--- src/rtl/cam_tag_pkg.sv ---
// Shared types for the tag CAM and its command front-end.
// Holds the operation encoding and default geometry.
// No logic; imported by the CAM and the sequencer.
package cam_tag_pkg;

    // Default geometry; instantiations normally override these.
    localparam int TAG_W_DEF = 8;
    localparam int DEPTH_DEF = 16;

    // Operation encoding shared by the command register and the done report.
    typedef enum logic {
        OP_ALLOC   = 1'b0,
        OP_RELEASE = 1'b1
    } cam_op_t;

endpackage : cam_tag_pkg

--- src/rtl/cam_tag_sequencer.sv ---
// Round-robin alloc/release front-end issuing one screened CAM op per cycle.
// Handshake-to-done latency 2 cycles; one op per cycle throughput.
// Alloc ready drops when count plus pending alloc reaches DEPTH; release never blocked by full.
module cam_tag_sequencer
    import cam_tag_pkg::*;
#(
    parameter int N     = 8,
    parameter int DEPTH = 16,
    parameter int CW    = $clog2(DEPTH + 1)
) (
    input  logic          i_clk,
    input  logic          i_rst_n,
    input  logic          i_alloc_valid,
    output logic          o_alloc_ready,
    input  logic [N-1:0]  i_alloc_tag,
    input  logic          i_rel_valid,
    output logic          o_rel_ready,
    input  logic [N-1:0]  i_rel_tag,
    output logic [N-1:0]  o_cam_tag,
    output logic          o_cam_mark_valid,
    output logic          o_cam_mark_invalid,
    input  logic          i_cam_tag_status,
    input  logic          i_cam_full,
    output logic          o_done_valid,
    output logic          o_done_op,
    output logic [N-1:0]  o_done_tag,
    output logic          o_done_err,
    output logic [CW-1:0] o_count,
    output logic          o_err_sticky
);

    typedef struct packed {
        cam_op_t      op;
        logic [N-1:0] tag;
    } cmd_t;

    localparam logic [CW:0] DEPTH_W = (CW + 1)'(DEPTH);

    // Command register (stage A output / stage B input)
    logic    cmd_vld_q, cmd_vld_d;
    cmd_t    cmd_q, cmd_d;
    cam_op_t last_op_q, last_op_d;

    // Occupancy and status
    logic [CW-1:0] count_q, count_d;
    logic          sticky_q, sticky_d;

    // Completion report
    logic          done_vld_q, done_vld_d;
    cam_op_t       done_op_q, done_op_d;
    logic [N-1:0]  done_tag_q, done_tag_d;
    logic          done_err_q, done_err_d;

    logic          pend_alloc;
    logic [CW:0]   occ;
    logic          space;
    logic          alloc_elig;
    logic          grant_alloc;
    logic          grant_rel;
    logic          count_full;
    logic          mark_vld;
    logic          mark_inv;
    logic          reject;

    assign pend_alloc = cmd_vld_q && (cmd_q.op == OP_ALLOC);
    assign occ        = {1'b0, count_q} + (CW + 1)'(pend_alloc);
    assign space      = occ < DEPTH_W;
    assign alloc_elig = i_alloc_valid && space;
    assign count_full = (count_q == DEPTH_W[CW-1:0]);

    // Two-way round-robin: on conflict the op not granted last wins.
    always_comb begin
        grant_alloc = alloc_elig;
        if (alloc_elig && i_rel_valid) grant_alloc = (last_op_q == OP_RELEASE);
        grant_rel = i_rel_valid && !grant_alloc;
    end

    // Readies mirror the grant but each looks only at the other channel's valid.
    // Held low during reset so every output reads 0 while i_rst_n is asserted.
    assign o_alloc_ready = i_rst_n && space && !(i_rel_valid && (last_op_q == OP_ALLOC));
    assign o_rel_ready   = i_rst_n && !(alloc_elig && (last_op_q == OP_RELEASE));

    // Stage B: screen the pending command with the CAM's live match status.
    always_comb begin
        mark_vld = 1'b0;
        mark_inv = 1'b0;
        reject   = 1'b0;
        if (cmd_vld_q) begin
            if (cmd_q.op == OP_ALLOC) begin
                mark_vld = !i_cam_tag_status && !count_full;
                reject   = !mark_vld;
            end else begin
                mark_inv = i_cam_tag_status;
                reject   = !i_cam_tag_status;
            end
        end
    end

    assign o_cam_tag          = cmd_vld_q ? cmd_q.tag : '0;
    assign o_cam_mark_valid   = mark_vld;
    assign o_cam_mark_invalid = mark_inv;

    // Next-state: accept a new command, update count/sticky, capture completion.
    always_comb begin
        cmd_vld_d = grant_alloc || grant_rel;
        cmd_d     = grant_rel ? cmd_t'{op: OP_RELEASE, tag: i_rel_tag}
                              : cmd_t'{op: OP_ALLOC,   tag: i_alloc_tag};
        last_op_d = last_op_q;
        if (grant_alloc) last_op_d = OP_ALLOC;
        else if (grant_rel) last_op_d = OP_RELEASE;

        count_d = count_q;
        if (mark_vld)      count_d = count_q + 1'b1;
        else if (mark_inv) count_d = count_q - 1'b1;

        sticky_d = sticky_q || reject || (i_cam_full != count_full);

        done_vld_d = cmd_vld_q;
        done_op_d  = cmd_q.op;
        done_tag_d = cmd_q.tag;
        done_err_d = reject;
    end

    // State registers; reset discards any pending command without a done pulse.
    always_ff @(posedge i_clk or negedge i_rst_n) begin
        if (!i_rst_n) begin
            cmd_vld_q  <= 1'b0;
            cmd_q      <= cmd_t'{op: OP_ALLOC, tag: '0};
            last_op_q  <= OP_RELEASE;
            count_q    <= '0;
            sticky_q   <= 1'b0;
            done_vld_q <= 1'b0;
            done_op_q  <= OP_ALLOC;
            done_tag_q <= '0;
            done_err_q <= 1'b0;
        end else begin
            cmd_vld_q  <= cmd_vld_d;
            cmd_q      <= cmd_d;
            last_op_q  <= last_op_d;
            count_q    <= count_d;
            sticky_q   <= sticky_d;
            done_vld_q <= done_vld_d;
            done_op_q  <= done_op_d;
            done_tag_q <= done_tag_d;
            done_err_q <= done_err_d;
        end
    end

    assign o_done_valid = done_vld_q;
    assign o_done_op    = done_op_q;
    assign o_done_tag   = done_tag_q;
    assign o_done_err   = done_err_q;
    assign o_count      = count_q;
    assign o_err_sticky = sticky_q;

endmodule : cam_tag_sequencer

--- config.mk ---
export PLATFORM = sky130hd
export DESIGN_NAME = cam_tag_sequencer
export DESIGN_NICKNAME = d
export VERILOG_FILES = /design/src/rtl/cam_tag_pkg.sv /design/src/rtl/cam_tag_sequencer.sv
export SDC_FILE = /design/constraint.sdc
export NUM_CORES = 1
export LEC_CHECK = 0
export CAP_MARGIN = 20
export CORE_ASPECT_RATIO = 2
export CORE_MARGIN = 10
export CORE_UTILIZATION = 41
export DETAILED_ROUTE_END_ITERATION = 10
export PLACE_DENSITY = 0.88
export SKIP_LAST_GASP = 1
export SLEW_MARGIN = 20
export SYNTH_ARGS = -nofsm -noshare
export SYNTH_HDL_FRONTEND = slang
export SYNTH_SLANG_ARGS = --single-unit
export TNS_END_PERCENT = 20
--- constraint.sdc ---
create_clock -name i_clk -period 3.6 [get_ports i_clk]
set_clock_uncertainty 0.15 [all_clocks]
set_input_delay 0.36 -clock i_clk [delete_from_list [all_inputs] [get_ports i_clk]]
set_output_delay 0.36 -clock i_clk [all_outputs]
set_load 0.05 [all_outputs]
== Word level (Yosys, flattened, before mapping) ==
Index checks and enable logic that the tools add are counted.

* $add $sub $neg: 3
* Order comparisons: 1
* Eq/ne operators: 2
* Muxes and demuxes: 13
* Bitwise operators: 2
* Reduce and logical (&&, ||, !) cells: 21

{| class="wikitable"
|+ Operator list
! cell !! count
|-
| $logic_and A1 B1 Y1 || 10
|-
| $mux W5 || 2
|-
| $mux W1 || 9
|-
| $mux W9 || 1
|-
| $mux W8 || 1
|-
| $add A5 B1 Y6 || 1
|-
| $logic_not A1 Y1 || 6
|-
| $lt A6 B5 Y1 const B || 1
|-
| $add A5 B1 Y5 const B || 1
|-
| $eq A5 B5 Y1 const B || 1
|-
| $sub A5 B1 Y5 const B || 1
|-
| $reduce_bool A2 Y1 || 2
|-
| $logic_or A1 B1 Y1 || 3
|-
| $not A1 Y1 || 2
|-
| $ne A1 B1 Y1 || 1
|}

* Flip-flop bits (word level): 28
* Input port bits: 22
* Output and inout bits: 29
* Word-level logic and storage cells: 52

== Logic depth before layout (Yosys ltp) ==
* Depth after elaboration: 11
* Gate-level depth with buffers: 8
* Depth with buffers taken out: 8

== Worst setup path after synthesis ==
Ideal clock, no wire load.

* Path type: flip-flop to flip-flop
* Start point: register count_q[4], in the netlist o_count[4]
* End point: register count_q[4], in the netlist o_count[4]
* Library setup time: 0.082 ns
* Arrival: 2.859 ns
* Data required time: 3.368 ns
* Path slack: 0.509 ns
* Cell stages (with the launch flop): 9
* Buffers on the path: 0
* Period minus slack after synthesis: 3.091 ns
* Cell sequence: dfrtp_1 or4b_4 o211ai_4 inv_1 fa_1 nand3b_1 nand2_1 mux2i_1 xor2_1

* Longest elaborated chain between the ends: 6

{| class="wikitable"
|+ RTL lines
! what !! line !! text
|-
| start, declared || cam_tag_sequencer.sv:45 || <nowiki>logic [CW-1:0] count_q, count_d;</nowiki>
|-
| start signal, assigned || cam_tag_sequencer.sv:140 || <nowiki>count_q <= count_d;</nowiki>
|-
| $eq A5 B5 Y1 (*) || cam_tag_sequencer.sv:69 || <nowiki>assign count_full = (count_q == DEPTH_W[CW-1:0]);</nowiki>
|-
| $logic_not A1 Y1 (*) || cam_tag_sequencer.sv:90 || <nowiki>mark_vld = !i_cam_tag_status && !count_full;</nowiki>
|-
| $logic_and A1 B1 Y1 (*) || cam_tag_sequencer.sv:90 ||
|-
| $mux W1 (*) || cam_tag_sequencer.sv:89 || <nowiki>if (cmd_q.op == OP_ALLOC) begin</nowiki>
|-
| $mux W1 (*) || cam_tag_sequencer.sv:88 || <nowiki>if (cmd_vld_q) begin</nowiki>
|-
| net o_cam_mark_valid || cam_tag_sequencer.sv:20 || <nowiki>output logic o_cam_mark_valid,</nowiki>
|-
| $mux W5 or $reduce_bool A2 Y1 (tied branches) || n/a ||
|}

Mark *: on every way through the listed nets, which the timed path passes. The rest lies on a longest branch. The select of a mux whose other input is x is not followed.
A chain may end at the register's enable or synchronous reset.

== Worst setup path after layout ==
* Start point: register count_q[3], in the netlist o_count[3]
* End point: output o_cam_mark_valid

* Longest elaborated chain between the ends: 5

{| class="wikitable"
|+ RTL lines
! what !! line
|-
| $eq A5 B5 Y1 || cam_tag_sequencer.sv:69
|-
| $logic_not A1 Y1 || cam_tag_sequencer.sv:90
|-
| $logic_and A1 B1 Y1 || cam_tag_sequencer.sv:90
|-
| $mux W1 || cam_tag_sequencer.sv:89
|-
| $mux W1 || cam_tag_sequencer.sv:88
|-
| end, declared || cam_tag_sequencer.sv:20
|}

No other way between the ends.

==> metrics.md <==
| Metric | Value |
|---|---|
| Status | `finished clean` |
| Global route hottest layer | `met2` |
| CTS Buf Count | `3` |
| Drt total wl | `2960 microns` |
| Vias in the first global route | `about 1.0k` |
| GR Util All Layers | `10.8%` |
| Setup violators final | `0` |
| Worst-Margin Slew | `0.540 ns` |
| Cts repair resizes | `0` |
| Vias per cell | `around 5.0` |
| Fin. Hold Viols | `0` |
| Root Driver | `clkbuf_8` |
| FMAX | `between 300 and 400 MHz` |
| Hold WS | `0.226 ns` |
| YS warnings | `0` |
| Die Y | `roughly 97 microns` |
| Area of the die | `around 0.0057 sq mm` |
| Met2 Use GR | `19.8%` |
| Clock buffer depth | `2` |
| Inserted Diodes | `0` |
| Mean cell area of the mapped netlist | `roughly 13 sq um` |
| Netlist Area Pre-Place | `about 0.0012 sq mm` |
| Detail Route Antenna Nets | `0` |
| Layout Nets | `173` |
| Final HPWL DP | `~2400 microns` |
| H-tree levels | `1` |
| EDFF count, synth | `0` |
| CTS tree | `built` |
| Mapped Nets | `118` |
| Req. time, crit path | `around 3.1 ns` |
| Post-synthesis sequential area ratio | `between 50% and 60%` |
| IO Pins | `between 50 and 60` |
| Maximum vdd drop | `about 0.00062 V` |
| Total grt overflow | `0` |
| Routability congestion estimate | `roughly 0.84` |
| Area growth, synth to finish | `50.3%` |
| Worst setup path class | `reg2out` |
| Clk sinks | `28` |
| Global-route wire length before repair | `a little under 5000 microns` |
| TritonRoute pass-1 iters | `4` |
| PwrDens | `807 mW/mm^2` |
| Initial antenna violation count | `0` |
| WL per Instance | `between 15 and 20 microns` |
| Post-synth top area cell | `dfrtp_1` |
| Port buffer count | `50` |
| Ys flop type | `dfrtp_1` |
| Gate Count Post-Synth | `~90` |
| Worst setup EP type | `output port` |
| Top post-synthesis cells by count | `dfrtp_1 (27), and2_1 (10), mux2_2 (8)` |
| Setup TNS | `0 ns` |
| Critical path startpoint category | `flop` |
| Leakage | `roughly 0.81 nW` |
| FFs w/ async S/R, synth | `100%` |
| Worst-path clk slew | `about 0.090 ns` |
| Count of cell types in the netlist | `29` |
| Synthesis-stage register bit count | `28` |
| Core Area | `roughly 0.0028 sq mm` |
| Die span in x | `58.5 microns` |
| Layout cell share with drive strength beyond 1 | `roughly 14%` |
| Hold-fix buffers, CTS | `0` |
| Max-Cap Viols | `0` |
| Met1 GRT Util | `10.5%` |
| Top-count cell post-synth | `dfrtp_1` |
| Worst-Skew Late Latency | `roughly 0.27 ns` |
| Placement Rows | `27` |
| Post-CTS Setup Inserts | `0` |
| Crit Path Max Fanout | `7` |
| # DRC | `0` |
| Max Slew Vio Count | `0` |
| Worst rel slew slack | `roughly 64%` |
| RSZ-0062 raised after global routing | `false` |
| Hold Crit Class | `reg2reg` |
| Met3 global-route usage | `~3.9%` |
| Fin crit period | `~3.0 ns` |
| First DRT Iteration DRCs | `18` |
| Fin crit share | `between 80% and 90%` |
| CP arrival | `roughly 2.4 ns` |
| Largest net degree at the start of global routing | `30` |
| Vias | `approximately 870` |
| Initial Utilization | `a little over two fifths` |
| Area share of the largest cell type after synthesis | `between 50% and 60%` |
| Main area contributors after synthesis | `dfrtp_1 (56%), mux2_2 (7.4%), and2_1 (5.2%)` |
==> report_power, final <==
group	total, mW	internal [mW]	switching [mW]
clock network	0.241	0.149	0.0923
logic	0.764	0.305	0.459
registers	0.466	0.393	0.0727
==> critical path, cell delays in order (launching register included) <==
cell	delay, ns
dfrtp_1	0.43
or4b_4	0.58
o211ai_4	0.31
inv_1	0.13
clkdlybuf4s50_1	0.72
==> worst paths after layout <==
| path | from | cells after the start | slack (ns) | to |
|---|---|---|---|---|
| worst max register to register | o_count[3]$_DFFE_PN0P_ | 8 | 0.83 | o_count[4]$_DFFE_PN0P_ |
| worst min register to register | done_tag_d[5]$_DFF_PN0_ | 0 | 0.23 | o_done_tag[5]$_DFF_PN0_ |
| worst min-delay path | done_tag_d[5]$_DFF_PN0_ | 0 | 0.23 | o_done_tag[5]$_DFF_PN0_ |
| worst max-delay path | o_count[3]$_DFFE_PN0P_ | 4 | 0.65 | o_cam_mark_valid |
| max in group asynchronous | i_rst_n | 2 | 2.67 | last_op_q$_DFFE_PN1P_ |
| min in group asynchronous | i_rst_n | 2 | 0.33 | o_count[1]$_DFFE_PN0P_ |
==> routing by layer <==
layer  wire length, microns  up-vias
met3                    195        0
met2                   1760       29
met1                    999      431
met4                      0        0
met5                      0        -
li1                       -      411
==> layout make-up <==
| type | instances | area, sq um |
|---|---|---|
| Clock buffer | 3 | 41.3 |
| Clock inverter | 1 | 30.0 |
| Fill cell | 212 | 982 |
| Inverter | 5 | 18.8 |
| Multi-Input combinational cell | 57 | 488 |
| Sequential cell | 28 | 702 |
| Tap cell | 29 | 36.3 |
| Timing Repair Buffer | 51 | 505 |
==> through the flow <==
stage | std cells | utilization [%] | worst slack (ns) | instance area [sq um] | power (mW)
final | 174 | 65.0 | 0.646 | 1820 | 1.47
after global routing | 174 | 65.0 | 0.520 | 1820 | 1.55
after CTS | 174 | 65.0 | 0.617 | 1820 | 1.49
after detailed placement | 170 | 62.4 | 0.828 | 1750 | 1.25
after global placement | 170 | 62.4 | 0.913 | 1750 | 1.22
after floorplan | 91 | - | 0.509 | 1210 | 0.989
==> cell families (layout without fill, tap and decap cells) <==
family	Yosys count	in the layout	share of synthesized area (%)
and+or+nand+nor	27	27	13.9
xor gates and xnor gates	5	5	3.61
adders and majority gates	5	5	5.78
AOI/OAI and AO/OA	8	8	5.37
buffers and inverters	6	60	1.86
DFF	28	28	57.9
muxes	12	12	11.6
==> cells in the final DEF (no fill, tap or decap), types with 3 or more instances in the layout <==
master / n
a21oi_1: 3
and2_1: 10
clkbuf_8: 3
clkdlybuf4s50_1: 49
dfrtp_1: 27
ha_1: 4
inv_1: 5
mux2_2: 8
nand2_1: 4
xor2_1: 3
Note: power is estimated with default switching activity, not from simulation.
